===== config.mk =====
export PLATFORM = sky130hd
export DESIGN_NAME = uart_tx_arbiter
export DESIGN_NICKNAME = d
export VERILOG_FILES = /design/src/rtl/uart_pkg.sv /design/src/rtl/uart_tx_arbiter_rr_picker.sv /design/src/rtl/uart_tx_arbiter.sv
export SDC_FILE = /design/constraint.sdc
export NUM_CORES = 1
export LEC_CHECK = 0
export CORE_MARGIN = 1.5
export CORE_UTILIZATION = 49
export CTS_CLUSTER_SIZE = 24
export DETAILED_ROUTE_END_ITERATION = 10
export HOLD_SLACK_MARGIN = 0.15
export PLACE_DENSITY_LB_ADDON = 0.3
export REMOVE_ABC_BUFFERS = 1
export SLEW_MARGIN = 40
export SYNTH_ARGS = -nofsm -noshare
export SYNTH_HDL_FRONTEND = slang
export SYNTH_HIERARCHICAL = 1
export SYNTH_SLANG_ARGS = --single-unit

===== constraint.sdc =====
create_clock -name clk -period 4.35 [get_ports clk]
set_input_delay 1.0875 -clock clk [delete_from_list [all_inputs] [get_ports clk]]
set_output_delay 1.0875 -clock clk [all_outputs]
set_load 0.1 [all_outputs]

===== src/rtl/uart_pkg.sv =====
// Shared types and the round-robin helper for the UART TX arbiter.
// Supports up to eight requesters.
package uart_pkg;

  typedef logic [7:0] byte_t;

  typedef enum logic {
    ARB_IDLE   = 1'b0,
    ARB_LOCKED = 1'b1
  } arb_state_e;

  localparam int MAX_REQ = 8;

  // Candidates are visited from farthest to nearest.
  // The one nearest to last+1 is assigned last, so it wins.
  function automatic logic [2:0] rr_next(input logic [MAX_REQ-1:0] mask,
                                         input logic [2:0]         last,
                                         input int                 n);
    logic [2:0] win;
    logic [2:0] pos;
    win = last;
    for (int k = MAX_REQ; k >= 1; k--) begin
      if (k <= n) begin
        pos = 3'((int'(last) + k) % n);
        if (mask[pos]) win = pos;
      end
    end
    return win;
  endfunction

endpackage


===== src/rtl/uart_tx_arbiter_rr_picker.sv =====
// Combinational round-robin priority encoder.
// The scan starts just after the most recent owner and wraps.
module rr_picker
  import uart_pkg::*;
#(
  parameter int NUM_REQ = 2,
  parameter int IDX_W   = $clog2(NUM_REQ)
) (
  input  logic [NUM_REQ-1:0] req_mask,
  input  logic [IDX_W-1:0]   last_grant,
  output logic [IDX_W-1:0]   winner,
  output logic               any_req
);

  logic [MAX_REQ-1:0] mask_ext;
  logic [2:0]         last_ext;
  logic [2:0]         win_ext;

  always_comb begin
    mask_ext                = '0;
    mask_ext[NUM_REQ-1:0]   = req_mask;
    last_ext                = '0;
    last_ext[IDX_W-1:0]     = last_grant;
    win_ext                 = rr_next(mask_ext, last_ext, NUM_REQ);
    winner                  = win_ext[IDX_W-1:0];
    any_req                 = |req_mask;
  end

endmodule


===== src/rtl/uart_tx_arbiter.sv =====
// Round-robin, packet-locked arbiter sharing one UART TX byte stream.
// A stall watchdog releases the grant when the owner stops mid-packet.
module uart_tx_arbiter
  import uart_pkg::*;
#(
  parameter int NUM_REQ        = 2,
  parameter int TIMEOUT_CYCLES = 1024
) (
  input  logic                       clk,
  input  logic                       rst,
  input  logic [NUM_REQ*8-1:0]       req_data,
  input  logic [NUM_REQ-1:0]         req_valid,
  input  logic [NUM_REQ-1:0]         req_last,
  output logic [NUM_REQ-1:0]         req_ready,
  output logic [7:0]                 tx_data,
  output logic                       tx_valid,
  input  logic                       tx_ready,
  output logic [$clog2(NUM_REQ)-1:0] grant_id,
  output logic                       busy,
  output logic                       timeout_err
);

  localparam int IDX_W = $clog2(NUM_REQ);
  localparam int CNT_W = $clog2(TIMEOUT_CYCLES);
  localparam logic [CNT_W-1:0] STALL_MAX = CNT_W'(TIMEOUT_CYCLES - 1);

  arb_state_e       state_q, state_d;
  logic [IDX_W-1:0] grant_q, grant_d;
  logic [IDX_W-1:0] last_grant_q, last_grant_d;
  logic [CNT_W-1:0] stall_q, stall_d;
  byte_t            tx_data_q, tx_data_d;
  logic             tx_valid_q, tx_valid_d;
  logic             timeout_err_q, timeout_err_d;

  logic [IDX_W-1:0] winner;
  logic             any_req;
  logic             slot_free;
  logic             accept;
  byte_t            g_data;

  rr_picker #(.NUM_REQ(NUM_REQ), .IDX_W(IDX_W)) u_picker (
    .req_mask   (req_valid),
    .last_grant (last_grant_q),
    .winner     (winner),
    .any_req    (any_req)
  );

  assign slot_free = !tx_valid_q || tx_ready;
  assign accept    = (state_q == ARB_LOCKED) && slot_free && req_valid[grant_q];
  assign g_data    = req_data[8*int'(grant_q) +: 8];

  always_comb begin
    req_ready = '0;
    if ((state_q == ARB_LOCKED) && slot_free) req_ready[grant_q] = 1'b1;
  end

  always_comb begin
    state_d       = state_q;
    grant_d       = grant_q;
    last_grant_d  = last_grant_q;
    stall_d       = stall_q;
    tx_data_d     = tx_data_q;
    tx_valid_d    = tx_valid_q;
    timeout_err_d = 1'b0;

    if (tx_valid_q && tx_ready) tx_valid_d = 1'b0;
    if (accept) begin
      tx_data_d  = g_data;
      tx_valid_d = 1'b1;
    end

    case (state_q)
      ARB_IDLE: begin
        if (any_req) begin
          state_d = ARB_LOCKED;
          grant_d = winner;
          stall_d = '0;
        end
      end
      ARB_LOCKED: begin
        // An accept on the threshold cycle takes priority over the watchdog.
        if (accept) begin
          stall_d = '0;
          if (req_last[grant_q]) begin
            state_d      = ARB_IDLE;
            last_grant_d = grant_q;
          end
        end else if (stall_q == STALL_MAX) begin
          state_d       = ARB_IDLE;
          last_grant_d  = grant_q;
          timeout_err_d = 1'b1;
          stall_d       = '0;
        end else begin
          stall_d = stall_q + 1'b1;
        end
      end
      default: state_d = ARB_IDLE;
    endcase
  end

  always_ff @(posedge clk) begin
    if (rst) begin
      state_q       <= ARB_IDLE;
      grant_q       <= '0;
      last_grant_q  <= IDX_W'(NUM_REQ - 1);
      stall_q       <= '0;
      tx_data_q     <= '0;
      tx_valid_q    <= 1'b0;
      timeout_err_q <= 1'b0;
    end else begin
      state_q       <= state_d;
      grant_q       <= grant_d;
      last_grant_q  <= last_grant_d;
      stall_q       <= stall_d;
      tx_data_q     <= tx_data_d;
      tx_valid_q    <= tx_valid_d;
      timeout_err_q <= timeout_err_d;
    end
  end

  assign tx_data     = tx_data_q;
  assign tx_valid    = tx_valid_q;
  assign grant_id    = grant_q;
  assign timeout_err = timeout_err_q;
  assign busy        = (state_q == ARB_LOCKED) || tx_valid_q;

endmodule


* Word-level counts from Yosys, hierarchy flattened
Cells that the tools add are included.
** Storage, ports and cells
- Output and inout bits :: 14
- Input bits :: 23
- Bits in registers :: 23
- Latch bits :: 0
- Memories kept :: 0
- Bits in writable memories :: 0
- ROM bits :: 0
** Cells by class
- Multiply operators :: 0
- Muxes and demuxes :: 28
- Reduce and logical (&&, ||, !) cells :: 13
- $lt $le $gt $ge :: 4
- Add/subtract/negate cells :: 3
- Shift-type cells :: 1
- Equality and inequality tests :: 3
- Bitwise operators :: 3
- Divide/modulo/power cells :: 0
** Operator list (number)
- $mux 10 :: 3
- $pmux 10 s2 :: 1
- $mux 1 :: 19
- $shiftx 16x5->8 :: 1
- $add 10x1->10 const B :: 1
- $eq 10x10->1 const B :: 1
- $lt 3x4->1 const B :: 2
- $bmux 1 s2 :: 2
- $logic_and 1x1->1 :: 4
- $reduce_bool 2->1 :: 2
- $reduce_and 3->1 :: 1
- $reduce_or 3->1 :: 1
- $add 1x1->1 const B :: 2
- $and 1x1->1 const A :: 2
- $logic_or 1x1->1 :: 2
- $lt 1x2->1 const B :: 1
- $mux 2 :: 1
- $ne 2x1->1 const B :: 1
- $ne 2x2->1 const B :: 1
- $pmux 1 s2 :: 1
- $reduce_and 2->1 :: 1
- $reduce_or 2->1 :: 1
- $demux 1 s1 :: 1
- $ge 1x1->1 const B :: 1
- other kinds (2) :: 2

* Logic depth before layout (Yosys ltp)
- Depth in word-level cells :: 6
- Depth in mapped cells :: 6
- Mapped depth without buffers :: 5

* Hierarchy
The synthesis kept the hierarchy.
** By module, submodules not included
- uart_tx_arbiter :: area an instance 1169.9 um^2, instances 1, cells an instance 129
- rr_picker :: area an instance 15.0 um^2, instances 1, cells an instance 3

* Worst setup path before layout
No wires, ideal clock.
- Kind :: in2out
- Start :: input port tx_ready
- End :: output port req_ready[1]
- Data required time :: 3.263 ns
- Stages :: 2
- Data arrival time :: 2.594 ns
- Buffers on the path :: 0
- Path slack :: 0.669 ns
- Path through :: and2b_1 > nor2_1
** Between the ends
- Longest elaborated chain between the ends :: 3
** Ends and longest elaborated chain
- start, declared :: RTL line uart_tx_arbiter.sv:17 : input logic tx_ready,
- $logic_or 1x1->1 :: RTL line uart_tx_arbiter.sv:48 : assign slot_free = !tx_valid_q || tx_ready;
- $logic_and 1x1->1 :: RTL line uart_tx_arbiter.sv:54 : if ((state_q == ARB_LOCKED) && slot_free) req_ready[grant_q] = 1'b1;
- $mux 2 :: RTL line uart_tx_arbiter.sv:54
- end, declared :: RTL line uart_tx_arbiter.sv:14 : output logic [NUM_REQ-1:0] req_ready,
No other way between the ends.

* Worst setup path after layout
Same ends and word-level chain as after synthesis.

==> metrics <==
cts bufs inserted=3; HP Start=tx_data[0]$_SDFFE_PP0P_; final net count=189; vias in the first global route=1,047; die height=52.2 µm; Largest stage delay, worst path=0.46 ns; Worst setup EP type=output port; WS Path Type=primary input to output port; worst hold slack=0.506 ns; Final setup viols=0; Avg WL per Cell=13.7 µm; Ports=37; drt drc=0; chip width=52.2 µm; final WL=2.63 mm; Mapped Area=1180 µm²; clock period minus worst slack=3.32 ns; VDD IR-drop max=348 µV; Hold-fix buffers, CTS=0; dpl hpwl=1.87 mm; multi-input logic area=667 µm²; DRT Pass-1 Iters=4; via count=1,140; clk sinks=23; largest net degree at the start of global routing=24; # rows=17; vias per std cell=5.94; Hold EP=tx_data[0]$_SDFFE_PP0P_; Reg area=460 µm²; clock buffer depth=2; RR Startpoint=grant_id$_SDFFE_PP0P_; Hold/Removal Path Class=flop to flop; Yosys warning count=6; Seq/Total Area, Yosys=0.389; Post-synth ARST share=0; clock-pin slew on the worst setup and hold paths=0.12 ns; aggregate global-route resource usage=0.217; ys flop type=dfxtp_1; Worst setup SP type=primary input; DRT iter0 DRCs=19; fillers=207; share of the clock period used by the worst path=0.763; fmax=0.301 GHz; FF+latch count, synth=23; Slew headroom=0.479; worst-path fanout max=5; grt total ovfl=0; Reg2Reg Depth=4; critical path required time=3.26 ns; IO Port Bufs=36; initial antenna violation count=0; Max Cap Violations=0; Yosys cell types=37; clk_skew=0.00348 ns; Max Slew Vio Count=0; CTS tree=yes; Post-synth EDFFs=0; Cells after Synth=132; Post-CTS Setup Inserts=0; Hold Violations, Final=0; r2r endpoint=stall_q[6]$_SDFFE_PP0P_; root buffer cell=clkbuf_4; Post-DRT Antenna Nets=0; core area=2250 µm²; Resized Gates After CTS=0; Antenna Cells=0; insertion delay to the later sink of the worst-skew pair=0.32 ns; Placer Congestion=0.799; Syn-to-layout area delta=25.4%; Slowest-stage cell, CP=clkdlybuf4s50_1; unrepaired setup endpoints after global routing=false; worst slew pin tran=0.780 ns; ratio of cells with drive above 1 in the final layout=0.165; Avg Cell Area, Syn=8.98 µm²; LEAKAGE=0.544 nW; worst path cell trace=clkdlybuf4s50_1, and2b_1, nor2_1, buf_4; first-pass GRT wire length=4.42 mm; r2r setup slk=2.26 ns; run status=finished, final reports clean; Hold Path Depth=2; CP arrival=2.23 ns; initial core utilization=0.526; die area=2720 µm²; H-tree level count=1; setup TNS=0 ns; pwr dens=329 nW/µm²
[per-layer routing]
layer | track usage | wire (µm)
met2 | 0.386 | 1330
met4 | 0.0385 | 19
met5 | 0 | 0
met1 | 0.259 | 1150
met3 | 0.0686 | 137
[worst max-delay path, delay by kind of cell]
family                 cells  cell delay, ns
and+or+nand+nor            2            0.38
buffers and inverters      2            0.76
[synthesized netlist by cell type (3+ instances only)]
library cell	n	area, µm²
a211oi_1	6	45.0
a21oi_1	7	35.0
a311oi_1	4	35.0
a31oi_1	5	31.3
buf_6	3	33.8
clkbuf_1	4	15.0
dfxtp_1	23	460
mux2i_1	9	90.1
nand2_1	11	41.3
nand3_1	4	20.0
nand4_1	5	31.3
nor2_1	16	60.1
or3_1	3	18.8
[layout make-up]
| type | count | share of cell area |
|---|---|---|
| sequential | 23 | 0.310 |
| tap | 28 | 0.0236 |
| clock buffer | 3 | 0.0152 |
| clock inverter | 1 | 0.00337 |
| multi-input combinational | 100 | 0.449 |
| timing repair buffer | 36 | 0.197 |
| inverter | 1 | 0.00253 |
[logic make-up (layout without fill, tap and decap cells)]
family,count (synthesis),after routing,synth area share
compound gates,33,33,0.201
fa+ha+maj,1,1,0.0106
buf+inv,9,41,0.0486
flops,23,23,0.389
mux,11,11,0.105
simple gates,55,55,0.247
[where the power goes]
group / switching (W) / internal (W)
combinational: 0.000110 / 0.0000470
clock: 0.0000650 / 0.0000345
sequential: 0.0000122 / 0.000221
total: 0.000188 / 0.000302
[metrics by stage]
stage | cell area [µm²] | util | power, W | std cells | worst slack, ns
after floorplan | 1130 | - | 0.000352 | 124 | 0.483
final | 1490 | 0.659 | 0.000490 | 192 | 1.03
after global routing | 1490 | 0.659 | 0.000510 | 192 | 0.953
after detailed placement | 1460 | 0.649 | 0.000396 | 188 | 1.03
after CTS | 1490 | 0.661 | 0.000493 | 192 | 1.02
after global placement | 1520 | 0.674 | 0.000400 | 188 | 1.07
[worst max-delay path by stage]
stage / start / to / slack, ns / cells after the start
2_1_floorplan: grant_id$_SDFFE_PP0P_ / req_ready[1] / 0.48 / 2
3_3_place_gp: tx_ready / req_ready[1] / 1.07 / 4
3_5_place_dp: tx_ready / req_ready[1] / 1.03 / 4
4_1_cts: tx_ready / req_ready[1] / 1.02 / 4
5_1_grt: tx_ready / req_ready[1] / 0.95 / 4
6_report: tx_ready / req_ready[1] / 1.03 / 4
[placed cells by master, fill, tap and decap left out, drive strengths merged, types with 2 or more instances in the layout]
cell type and instances:
nor3 2, nand3 4, clkdlybuf4s50 21, nor2 16, a21oi 7, mux2i 10
a311oi 4, clkbuf 3, nand4 5, dfxtp 23, nand2b 2, a31oi 5
or3 3, nand3b 2, o21ai 2, a211oi 8, or2 3, and4 2
nand2 11, buf 15, o211ai 2
[flip-flops by register name, indices dropped and copies added (netlist names)]
register      cells
stall_q          10
tx_data           8
grant_id          1
last_grant_q      1
state_q           1
timeout_err       1
tx_valid          1
Note: power is estimated with default switching activity, not from simulation.
==> RTL edit: new RTL, config.mk and constraints unchanged <==
Reset style: asynchronous (`rst`), changed in one clocked block.
--- a/src/rtl/uart_tx_arbiter.sv
+++ b/src/rtl/uart_tx_arbiter.sv
@@ -100,3 +100,3 @@
 
-  always_ff @(posedge clk) begin
+  always_ff @(posedge clk or posedge rst) begin
     if (rst) begin
Formal check against the unedited RTL: differs if rst is asserted again (counterexample within 4 cycles, from zero or initial values and one cycle with rst high); with rst held inactive, the same outputs for 10 cycles.
==> RTL edit against the original RTL <==
  * Wire length fell by 2.8%
  * Synthesized area rose by 5.0%
  * Count of clock-buffer cells in the layout rose by 1
  * Clock skew rose by 5.4 ps
  * Final area rose by 5.2%
  * Sequential share of layout area rose by 5.9 points
  * Via count fell by 9.7%
  * Setup slack got worse by 39 ps
  * Critical path type unchanged
  * Global-route usage fell by 1.7 points
  * Non-clock buffer count rose by 1
  * Sequential cell count did not move
  * Largest cell class unchanged
Power is not shown: default switching activity piles up to over one toggle a cycle in this logic, so the estimate is an artifact.
==> RTL edit: results (changes against the original RTL) <==
- finished, final reports clean — outcome, unchanged
- 21.8% — fraction of layout instances using a drive strength above 1, was 16.5%
- 4.24% — fraction of met3 tracks used by global routing, was 6.86%
- req_ready[0] — worst setup path endpoint, was req_ready[1]
- 0.828 — final RePlAce weighted congestion, was 0.799
- 23 — sequential cell count, unchanged
- 22 x sky130_fd_sc_hd__dfrtp_1, 14 x sky130_fd_sc_hd__nand2_1, 11 x sky130_fd_sc_hd__o21ai_0 — most common library cells after synthesis, was 23 x sky130_fd_sc_hd__dfxtp_1, 16 x sky130_fd_sc_hd__nor2_1, 11 x sky130_fd_sc_hd__nand2_1
- grant_id — Crit Reg-Reg Startpoint, unchanged
- 5 — Worst R2R Path Depth, was 4
- 20.0% — aggregate global-route resource usage, was 21.7%
- 4 — clkbuf count, was 3
- 41 — count of distinct cell types in the synthesized netlist, was 37
- 100% — share of synthesized registers carrying an async set or reset, was 0%
- sky130_fd_sc_hd__dfrtp_1 — Primary FF master, synth, was sky130_fd_sc_hd__dfxtp_1
- 36.4% — global routing usage on met2, was 38.6%
- 939 — vias in the first global route, was 1047
- stall_q[5] — Crit Reg-Reg Endpoint, was stall_q[6]
- 66.2% — worst-case headroom to the max-slew limit, was 47.9%
- 8.86 ps — Worst Skew, was 3.48 ps
- 14 — iteration-0 DRC count of the detailed router, was 19
- 4130 um — first-pass GRT wire length, was 4420 um
- 37 — count of plain and timing-repair buffers in the layout, was 36
- 12.1% — mux contribution to synthesized area, was 10.5%
- 2560 ps — R2R setup slack, was 2260 ps
- 1910 um — HPWL after detailed placement, was 1870 um
- sky130_fd_sc_hd__dfrtp_1 44%, sky130_fd_sc_hd__mux2i_1 6.4%, sky130_fd_sc_hd__o21ai_0 4.4% — Synth area leaders, was sky130_fd_sc_hd__dfxtp_1 39%, sky130_fd_sc_hd__mux2i_1 7.6%, sky130_fd_sc_hd__nor2_1 5.1%
- 300 ps — clock latency at the later pin of the worst-skew pair, was 320 ps
[RTL edit: cell count changes in the layout (fill, tap and decap cells not counted), sizes merged, moves of 3 or more]
cell	before	now
mux2	1	4
nor2	16	5
dfxtp	23	0
a211oi	8	0
inv	1	4
nand2	11	14
a311oi	4	0
and3	1	5
o21ai	2	13
dfrtp	0	22
a21oi	7	3
[RTL edit: cells by family (layout without fill, tap and decap cells)]
group,Yosys count,count (layout)
flip-flops,23,23
buffers and inverters,11,45
AO/OA/AOI/OAI,30,30
multiplexers,13,13
AND/OR/NAND/NOR,44,44
adder cells (fa/ha/maj),1,1
[RTL edit: worst reg2reg max path: stages, from the launching register on]
cell and delay [ps]:
sky130_fd_sc_hd__dfrtp_1 360, sky130_fd_sc_hd__buf_4 250, sky130_fd_sc_hd__mux2_4 350, sky130_fd_sc_hd__a21boi_2 410
sky130_fd_sc_hd__nand2_1 140, sky130_fd_sc_hd__o22ai_1 220
[RTL edit: metal layers]
layer,wire [um],up-vias,part of all wire [%]
met5,0,-,0
met1,1090,487,42
li1,-,506,-
met4,17,0,0.66
met2,1320,32,51
met3,136,4,5.3
[RTL edit: worst min-delay path by stage]
| stage | slack, ps | cells past startpoint | startpoint | endpoint |
|---|---|---|---|---|
| final | 490 | 2 | tx_data[4] | tx_data[4] |
| after global routing | 520 | 2 | tx_data[4] | tx_data[4] |
| after CTS | 500 | 2 | tx_data[4] | tx_data[4] |
| after detailed placement | 470 | 2 | tx_data[4] | tx_data[4] |
| after global placement | 460 | 2 | tx_data[3] | tx_data[3] |
| after floorplan | 460 | 1 | stall_q[6] | stall_q[6] |
[RTL edit: through the flow]
step                area (um^2)  instances  hold slack, ps
finish                     1560        186             490
floorplan                  1200        115             465
detailed placement         1540        182             469
global placement           1600        182             461
CTS                        1560        186             497
global route               1560        186             523
